[src/rtl/inst_cache.sv]
// Direct-mapped instruction cache between pc_reg/if_id and the instruction
// memory bus. Lookups are combinational. A miss stalls the pipeline while a
// 4-beat line refill runs. The line is validated when the refill completes.
module inst_cache #(
  parameter int INDEX_W  = 4,
  parameter int OFFSET_W = 2
) (
  input  logic        clk,
  input  logic        rst,
  input  logic        rom_ce_i,
  input  logic [31:0] rom_addr_i,
  output logic [31:0] rom_data_o,
  output logic        stallreq_o,
  input  logic        flush_i,
  output logic        mem_req_o,
  output logic [31:0] mem_addr_o,
  input  logic        mem_ack_i,
  input  logic [31:0] mem_rdata_i
);

  localparam int LINES = 1 << INDEX_W;
  localparam int WORDS = 1 << OFFSET_W;
  localparam int LSB   = OFFSET_W + 2;
  localparam int TAG_W = 32 - INDEX_W - LSB;

  typedef enum logic [1:0] {
    IDLE   = 2'd0,
    REFILL = 2'd1,
    DONE   = 2'd2
  } state_t;

  state_t                state_reg, state_next;
  logic [TAG_W-1:0]      tag_lat_reg;
  logic [INDEX_W-1:0]    idx_lat_reg;
  logic [OFFSET_W-1:0]   beat_reg;
  logic                  abort_reg;
  logic [LINES-1:0]      valid_reg;

  logic [TAG_W-1:0]      tag_mem  [LINES];
  logic [31:0]           data_mem [LINES*WORDS];

  // Lookup fields of the incoming fetch address (byte offset is don't-care)
  logic [TAG_W-1:0]      lk_tag;
  logic [INDEX_W-1:0]    lk_index;
  logic [OFFSET_W-1:0]   lk_off;
  logic                  lk_hit;
  logic                  start_refill;
  logic                  fill_done;
  logic                  validate;
  logic                  unused_addr_bits;

  assign lk_tag           = rom_addr_i[31:INDEX_W+LSB];
  assign lk_index         = rom_addr_i[INDEX_W+LSB-1:LSB];
  assign lk_off           = rom_addr_i[LSB-1:2];
  assign unused_addr_bits = ^rom_addr_i[1:0];

  assign lk_hit = rom_ce_i && (state_reg == IDLE) && valid_reg[lk_index] &&
                  (tag_mem[lk_index] == lk_tag);

  // The last ack of a refill is the edge that moves REFILL into DONE
  assign fill_done = (state_reg == REFILL) && mem_ack_i && (&beat_reg);
  // A flush seen during the refill (or on its final edge) leaves the line invalid
  assign validate  = fill_done && !abort_reg && !flush_i;

  // FSM state register
  always_ff @(posedge clk) begin
    if (rst) state_reg <= IDLE;
    else     state_reg <= state_next;
  end

  // Next-state logic and all bus/pipeline outputs
  always_comb begin
    state_next   = state_reg;
    start_refill = 1'b0;
    rom_data_o   = '0;
    stallreq_o   = 1'b0;
    mem_req_o    = 1'b0;
    mem_addr_o   = '0;
    case (state_reg)
      IDLE: begin
        if (rom_ce_i && !lk_hit) begin
          state_next   = REFILL;
          start_refill = 1'b1;
        end
      end
      REFILL: begin
        if (mem_ack_i && (&beat_reg)) state_next = DONE;
      end
      DONE: state_next = IDLE;
      default: state_next = IDLE;
    endcase
    if (!rst) begin
      if (lk_hit) rom_data_o = data_mem[{lk_index, lk_off}];
      stallreq_o = (state_reg != IDLE) || (rom_ce_i && !lk_hit);
      if (state_reg == REFILL) begin
        mem_req_o  = 1'b1;
        mem_addr_o = {tag_lat_reg, idx_lat_reg, beat_reg, 2'b00};
      end
    end
  end

  // Refill bookkeeping: latched line address, beat counter, abort flag, valid bits
  always_ff @(posedge clk) begin
    if (rst) begin
      beat_reg  <= '0;
      abort_reg <= 1'b0;
      valid_reg <= '0;
    end else begin
      if (start_refill) begin
        tag_lat_reg <= lk_tag;
        idx_lat_reg <= lk_index;
        beat_reg    <= '0;
        abort_reg   <= 1'b0;
      end
      if ((state_reg == REFILL) && mem_ack_i) beat_reg <= beat_reg + OFFSET_W'(1);
      if ((state_reg == REFILL) && flush_i) abort_reg <= 1'b1;
      if (validate) valid_reg[idx_lat_reg] <= 1'b1;
      if (flush_i) valid_reg <= '0;
    end
  end

  // Data and tag arrays: beats land as they are acked, tag written with the last beat
  always_ff @(posedge clk) begin
    if (!rst && (state_reg == REFILL) && mem_ack_i)
      data_mem[{idx_lat_reg, beat_reg}] <= mem_rdata_i;
    if (!rst && fill_done)
      tag_mem[idx_lat_reg] <= tag_lat_reg;
  end

endmodule

[config.mk]
export PLATFORM = sky130hd
export DESIGN_NAME = inst_cache
export DESIGN_NICKNAME = d
export VERILOG_FILES = /design/src/rtl/inst_cache.sv
export SDC_FILE = /design/constraint.sdc
export NUM_CORES = 2
export LEC_CHECK = 0
export ABC_AREA = 1
export CAP_MARGIN = 25
export CORE_AREA = 2 2 449 451
export DETAILED_ROUTE_END_ITERATION = 8
export DIE_AREA = 0 0 451 453
export PLACE_DENSITY = 0.71
export SLEW_MARGIN = 20
export SYNTH_ARGS = -nofsm -noshare
export SYNTH_HDL_FRONTEND = slang
export SYNTH_SLANG_ARGS = --single-unit
[constraint.sdc]
create_clock -name clk -period 3.9 [get_ports clk]
set_clock_uncertainty 0.2 [all_clocks]
set_input_delay 0.78 -clock clk [delete_from_list [all_inputs] [get_ports clk]]
set_output_delay 0.78 -clock clk [all_outputs]
set_load 0.05 [all_outputs]
==> After elaboration in Yosys (flattened, before gate mapping) <==
Memories as Yosys holds them, arrays and structs flattened.
Index checks and enable logic that the tools add are counted.
{ "op_classes": {"n_addsub": 1, "mul": 0, "div": 0, "n_lt_le_gt_ge": 3, "eq_ne": 4, "n_shift": 0, "mux": 24, "bitwise_logic": 2, "reduce_logical": 27} }
{ "ops": {"columns": ["cell", "n"], "rows": [
  ["2-to-1 mux 32 bit", 4],
  ["== test 24 bit", 1],
  ["bitwise OR 16 bit", 1],
  ["logical AND 1 bit", 14],
  ["2-to-1 mux 1 bit", 13],
  ["< comparator 4 x 5 -> 1 bit (second input constant)", 2],
  ["2-to-1 mux 2 bit", 4],
  ["AND reduction 2 bit", 3],
  ["nonzero test 2 bit", 3],
  ["binary-select mux 1 bit (select 4 bit)", 1],
  ["demux 1 bit (select 4 bit)", 1],
  [">= comparator 4 x 1 -> 1 bit (second input constant)", 1],
  ["zero test 1 bit", 4],
  ["inequality test 2 x 1 -> 1 bit (second input constant)", 2],
  ["case mux 2 bit (2 select lines)", 1],
  ["adder 2 x 1 -> 2 bit (second input constant)", 1],
  ["== test 2 x 1 -> 1 bit (second input constant)", 1],
  ["zero test 2 bit", 1],
  ["OR reduction 2 bit", 1],
  ["logical OR 1 bit", 1],
  ["NOT 1 bit", 1]
]} }
{ "totals": {"register_bits": 49, "latch_bits": 0, "mem_bits_rw": 2432, "romBits": 0, "inputBits": 69, "output_inout_bits": 66, "wordCells": 69, "memories": 2} }
{ "mem_list": {"columns": ["name", "depth", "word_bits", "read_ports", "rd_clocked_by_memory_dff", "wr", "line", "text"], "rows": [
  ["data_mem", 64, 32, 1, 0, 1, "40", "logic [31:0] data_mem [LINES*WORDS];"],
  ["tag_mem", 16, 24, 1, 0, 1, "39", "logic [TAG_W-1:0] tag_mem [LINES];"]
]} }

==> Logic depth before layout (Yosys ltp) <==
{ "logic_depth": {"word_depth": 10, "mapped_depth": 19} }

==> Worst setup path after synthesis <==
Ideal clock, no wire load.
{ "synth_path": {"kind": "input to register", "start": "in rst", "end": "mem data_mem[11][0], enable pin", "setup_time_ns": 0.421, "arrival_time_ns": 4.450, "setup_slack_ns": -1.171, "cell_stages": 5, "path_buffers": 0, "path_cell_list": "nor2_1 -> inv_1 -> nor2_1 -> nand4_1 -> nor2_1"} }
{ "synth_via": {"elab_chain_len": 5} }
{ "synth_lines": {"columns": ["element", "line", "text"], "rows": [
  ["start: declaration", "9", "input logic rst,"],
  ["zero test 1 bit", "124", "if (!rst && (state_reg == REFILL) && mem_ack_i)"],
  ["logical AND 1 bit (2 in series)", "124", null],
  ["2-to-1 mux 1 bit", "124", null],
  ["2-to-1 mux 1 bit (not written as such)", "125", "data_mem[{idx_lat_reg, beat_reg}] <= mem_rdata_i;"],
  ["end: declaration", "40", null]
]} }
No other way between the ends.

==> Worst setup path in the final report <==
{ "layout_path": {"start": "in rom_addr_i[5]", "end": "out rom_data_o[2]"} }
{ "layout_via": {"elab_chain_len": 6, "word_cells_on_any_way": 9} }
{ "layout_lines": {"columns": ["element", "line", "text"], "rows": [
  ["start: declaration", "11", "input logic [31:0] rom_addr_i,"],
  ["branches (longest 4 deep; another with memory (16 x 24 bit))", null, null],
  ["2-to-1 mux 32 bit (*)", "93", "if (lk_hit) rom_data_o = data_mem[{lk_index, lk_off}];"],
  ["2-to-1 mux 32 bit (*)", "92", "if (!rst) begin"],
  ["end: declaration", "12", "output logic [31:0] rom_data_o,"]
]} }
Mark *: on every way between the ends. The select of a mux whose other input is x is not followed.

==> summary.md <==
| Metric | Value |
|---|---|
| Arr. time, crit path | ~3.2 ns |
| Reg-to-reg endpoint | data_mem[19][24]$_DFFE_PP_ |
| Antenna violations before repair | 15 |
| Drt first pass iters | 6 |
| Final Hold Violating Endpoints | 0 |
| Depth of the worst register-to-register path | 10 |
| Endpoint with the worst hold slack | data_mem[54][30]$_DFFE_PP_ |
| Number of cells on the worst hold path | 1 |
| Relative area change from synthesis to final layout | 19.1% |
| Avg Inst Size Synth | around 13 um2 |
| WL met2 | between 100,000 and 150,000 um |
| Number of core rows | approximately 160 |
| Sequential fraction of the synthesis area | 74.7% |
| Total chip power | 0.0555 W |
| Largest fanout on the critical path | 24 |
| Actual transition at the worst max-transition pin | ~0.95 ns |
| Reg-to-reg slack, setup | about 0.98 ns |
| Share of final-layout standard cells stronger than drive strength 1 | between 10 and 15% |
| Maximum root-to-sink buffer count | 3 |
| Source of the worst hold timing path | mem_rdata_i[30] |
| CP endpoint kind | output port |
| Worst IR drop on VDD | around 430 uV |
| Height of the die | between 400 and 500 um |
| Width of the die | between 400 and 500 um |
| Area of the mapped netlist | roughly 99,000 um2 |
| Type of the worst min-delay path | input pin to register |
| Top library cells by usage in the layout, fill and taps aside | 2,460 x sky130_fd_sc_hd__edfxtp_1, 1,546 x sky130_fd_sc_hd__nand2_1, 892 x sky130_fd_sc_hd__nand3_1, 679 x sky130_fd_sc_hd__nor2_1, 655 x sky130_fd_sc_hd__o21ai_0 |
| Final instance area | 118,000 um2 |
| Number of clock sinks | roughly 2,500 |
| Tcrit/Tclk final | 108% |
| Flip-flop and latch count after synthesis | about 2,500 |
| Slew Limit Headroom | a little under two fifths |
| Post-Place Setup Slack | -0.404 ns |
| Max Clock Freq | around 240 MHz |
| Required time of the critical path | about 3 ns |
| Clock root cell | sky130_fd_sc_hd__clkbuf_16 |
| Violated checks | negative setup slack |
| Setup repair after global routing missed its margin | true |
| Top post-synthesis cells by area | sky130_fd_sc_hd__edfxtp_1 74%, sky130_fd_sc_hd__nand2_1 5.9%, sky130_fd_sc_hd__nand3_1 4.7% |
| Via count of the first global-routing pass | about 65,000 |
| Async set-or-reset flop fraction in the synthesized netlist | 0% |
| Post-DP Area | 109,000 um2 |
| Number of top-level pins | about 140 |
| TritonCTS buffer count | between 200 and 250 |
| Clock latency on the worst-skew pair | around 0.87 ns |
| Final number of setup-violating endpoints | 33 |
| Count of flip-flops with a built-in enable after synthesis | 2,460 |
| Vias | just under 70,000 |
| Worst reg2reg startpoint | state_reg[0]$_SDFFE_PP0P_ |
| Maximum level of the CTS H-tree | 4 |
| Max-cap viol count | 0 |
| Post-synth cell types | 35 |
| Yosys top cell by area | sky130_fd_sc_hd__edfxtp_1 |
| Placeable core area | between 150,000 and 200,000 um2 |
| Remaining routing DRC violations | 0 |
| Routability-driven placement congestion ratio | between 0.8 and 0.9 |
| Yosys top cell area share | 74.3% |
| Global Route Usage Sum | about a quarter |
| Synth Warn # | 0 |
| Final worst setup slack | -0.312 ns |
| Outcome | finished with violations |
| Number of nets in the final layout | roughly 8,400 |
| Quantity of I/O buffers inserted on ports | 130 |
| Dpl hpwl | around 160,000 um |
| Clock tree from TritonCTS | yes |
| Most common cell after layout, fill and taps aside | sky130_fd_sc_hd__edfxtp_1 |
| Kind of start point of the critical path | input pin |
| Number of flip-flops in the largest register | 2,048 |
| Pwr/cell area | 469 nW/um2 |
| Final cell utilization of the core | between 50% and 60% |
| Ys flop type | sky130_fd_sc_hd__edfxtp_1 |
| Total Wirelength | between 200,000 and 300,000 um |
| First-pass GRT wire length | about 410,000 um |
| Routed len/inst | approximately 25 um |
| Drt initial violations | 8,584 |
| Routed length on met1 | 102,000 um |
| Maximum number of pins on one net before global-route repair | 87 |
| Die ar. | just over 200,000 um2 |
| Highest metal layer used by the detailed router | met5 |
| Instance count of the mapped netlist | 7,884 |
| Avg Vias per Cell | 6.01 |
| Min Tclk post-route | roughly 4.2 ns |
| Critical path start-end classification | input pin to output port |
| Overflow after GRT | 0 |
| Count of nets left with antenna violations after detail routing | 0 |
| Number of hold buffers added after CTS | 0 |
| Initial core utilization | around 50% |
| Reported leakage power | 41.0 nW |
| Max Slew Vio Count | 0 |
| Clk pin slew, worst setup/hold paths | roughly 0.070 ns |
| Wire length on met3 | 30,700 um |
stage by stage:
step	instances	TNS (ns)	hold WS (ns)
after floorplan	7885	-1.10	0.227
after global placement	10700	-11.21	0.235
after detailed placement	10700	-10.18	0.239
after CTS	11200	-8.64	0.124
after global routing	11200	-10.82	0.0895
final	11200	-8.23	0.102
report_power, final:
group	internal [W]	switching [W]	leakage, nW	total [W]
clock	0.0126	0.00968	3.65	0.0223
sequential	0.0293	0.0000599	22.3	0.0294
combinational	0.00130	0.00254	15.1	0.00384
total	0.0433	0.0123	41.0	0.0555
synth_stat cells (4+ instances only):
cell type and number:
sky130_fd_sc_hd__a21oi_1 309, sky130_fd_sc_hd__a221o_1 31, sky130_fd_sc_hd__a221oi_1 62, sky130_fd_sc_hd__a22o_1 33
sky130_fd_sc_hd__a32o_1 31, sky130_fd_sc_hd__buf_1 74, sky130_fd_sc_hd__buf_2 89, sky130_fd_sc_hd__buf_4 18
sky130_fd_sc_hd__buf_6 16, sky130_fd_sc_hd__clkbuf_1 355, sky130_fd_sc_hd__dfxtp_1 21, sky130_fd_sc_hd__edfxtp_1 2460
sky130_fd_sc_hd__inv_1 134, sky130_fd_sc_hd__nand2_1 1569, sky130_fd_sc_hd__nand3_1 929, sky130_fd_sc_hd__nand4_1 30
sky130_fd_sc_hd__nor2_1 750, sky130_fd_sc_hd__nor3_1 18, sky130_fd_sc_hd__nor3_2 32, sky130_fd_sc_hd__nor3b_1 4
sky130_fd_sc_hd__o211ai_1 68, sky130_fd_sc_hd__o21ai_0 672, sky130_fd_sc_hd__o21ai_1 42, sky130_fd_sc_hd__o221ai_1 124
cell families (layout without fill, tap and decap cells):
kind of cell    count (synthesis)  after routing  share of synthesized area, %
simple gates                 3338           3338                          14.1
fa+ha+maj                       1              1                        0.0126
buf+inv                       691           1320                          2.91
other cells                     1              7                       0.00377
compound gates               1372           1372                          8.22
flops                        2481           2481                          74.7
worst max-delay path: stages:
cell,delay (ns)
sky130_fd_sc_hd__clkbuf_8,0.14
sky130_fd_sc_hd__buf_8,0.21
sky130_fd_sc_hd__buf_12,0.22
sky130_fd_sc_hd__nand3_1,0.09
sky130_fd_sc_hd__nand3_1,0.08
sky130_fd_sc_hd__nand3_1,0.11
sky130_fd_sc_hd__nand3_1,0.22
sky130_fd_sc_hd__nand4_1,0.15
sky130_fd_sc_hd__nor3_2,0.26
sky130_fd_sc_hd__nand4_4,0.17
sky130_fd_sc_hd__buf_12,0.20
sky130_fd_sc_hd__buf_12,0.17
sky130_fd_sc_hd__nor3_4,0.22
sky130_fd_sc_hd__buf_12,0.17
how the worst max path moves through the flow:
| stage | start | end | slack [ns] | depth (start not counted) |
|---|---|---|---|---|
| after CTS | rom_addr_i[2] | rom_data_o[0] | -0.30 | 13 |
| final | rom_addr_i[5] | rom_data_o[2] | -0.31 | 14 |
| after detailed placement | rom_addr_i[4] | rom_data_o[22] | -0.40 | 15 |
| after global placement | rom_addr_i[2] | rom_data_o[23] | -0.37 | 15 |
| after global routing | tag_mem[5][15]$_DFFE_PP_ | rom_data_o[2] | -0.37 | 14 |
| after floorplan | rom_addr_i[5] | rom_data_o[0] | -0.04 | 13 |
per-layer routing:
metal | up-vias | global-route usage [%]
met5 | - | 0
met2 | 3971 | 43.6
met3 | 599 | 5.12
met4 | 2 | 9.89
met1 | 32900 | 34.9
li1 | 29700 | -
layout make-up:
| class | instances | area (um2) |
|---|---|---|
| Tap cell | 2656 | 3320 |
| Timing Repair Buffer | 753 | 9270 |
| Inverter | 139 | 604 |
| Sequential cell | 2481 | 74300 |
| Clock inverter | 126 | 1360 |
| Multi-Input combinational cell | 4713 | 23400 |
| Antenna cell | 5 | 12.5 |
| Fill cell | 14800 | 80800 |
| Timing Repair inverter | 3 | 31.3 |
| Clock buffer | 299 | 6130 |
what timing repair did:
item | 4_1_cts | 5_1_grt
buffers inserted | 7 | 8
endpoints found under the setup margin | 50 | 39
pin swaps | 22 | 38
cloned | 13 | 7
resized for setup | 121 | 89
Power figures use the tool's default switching activity.
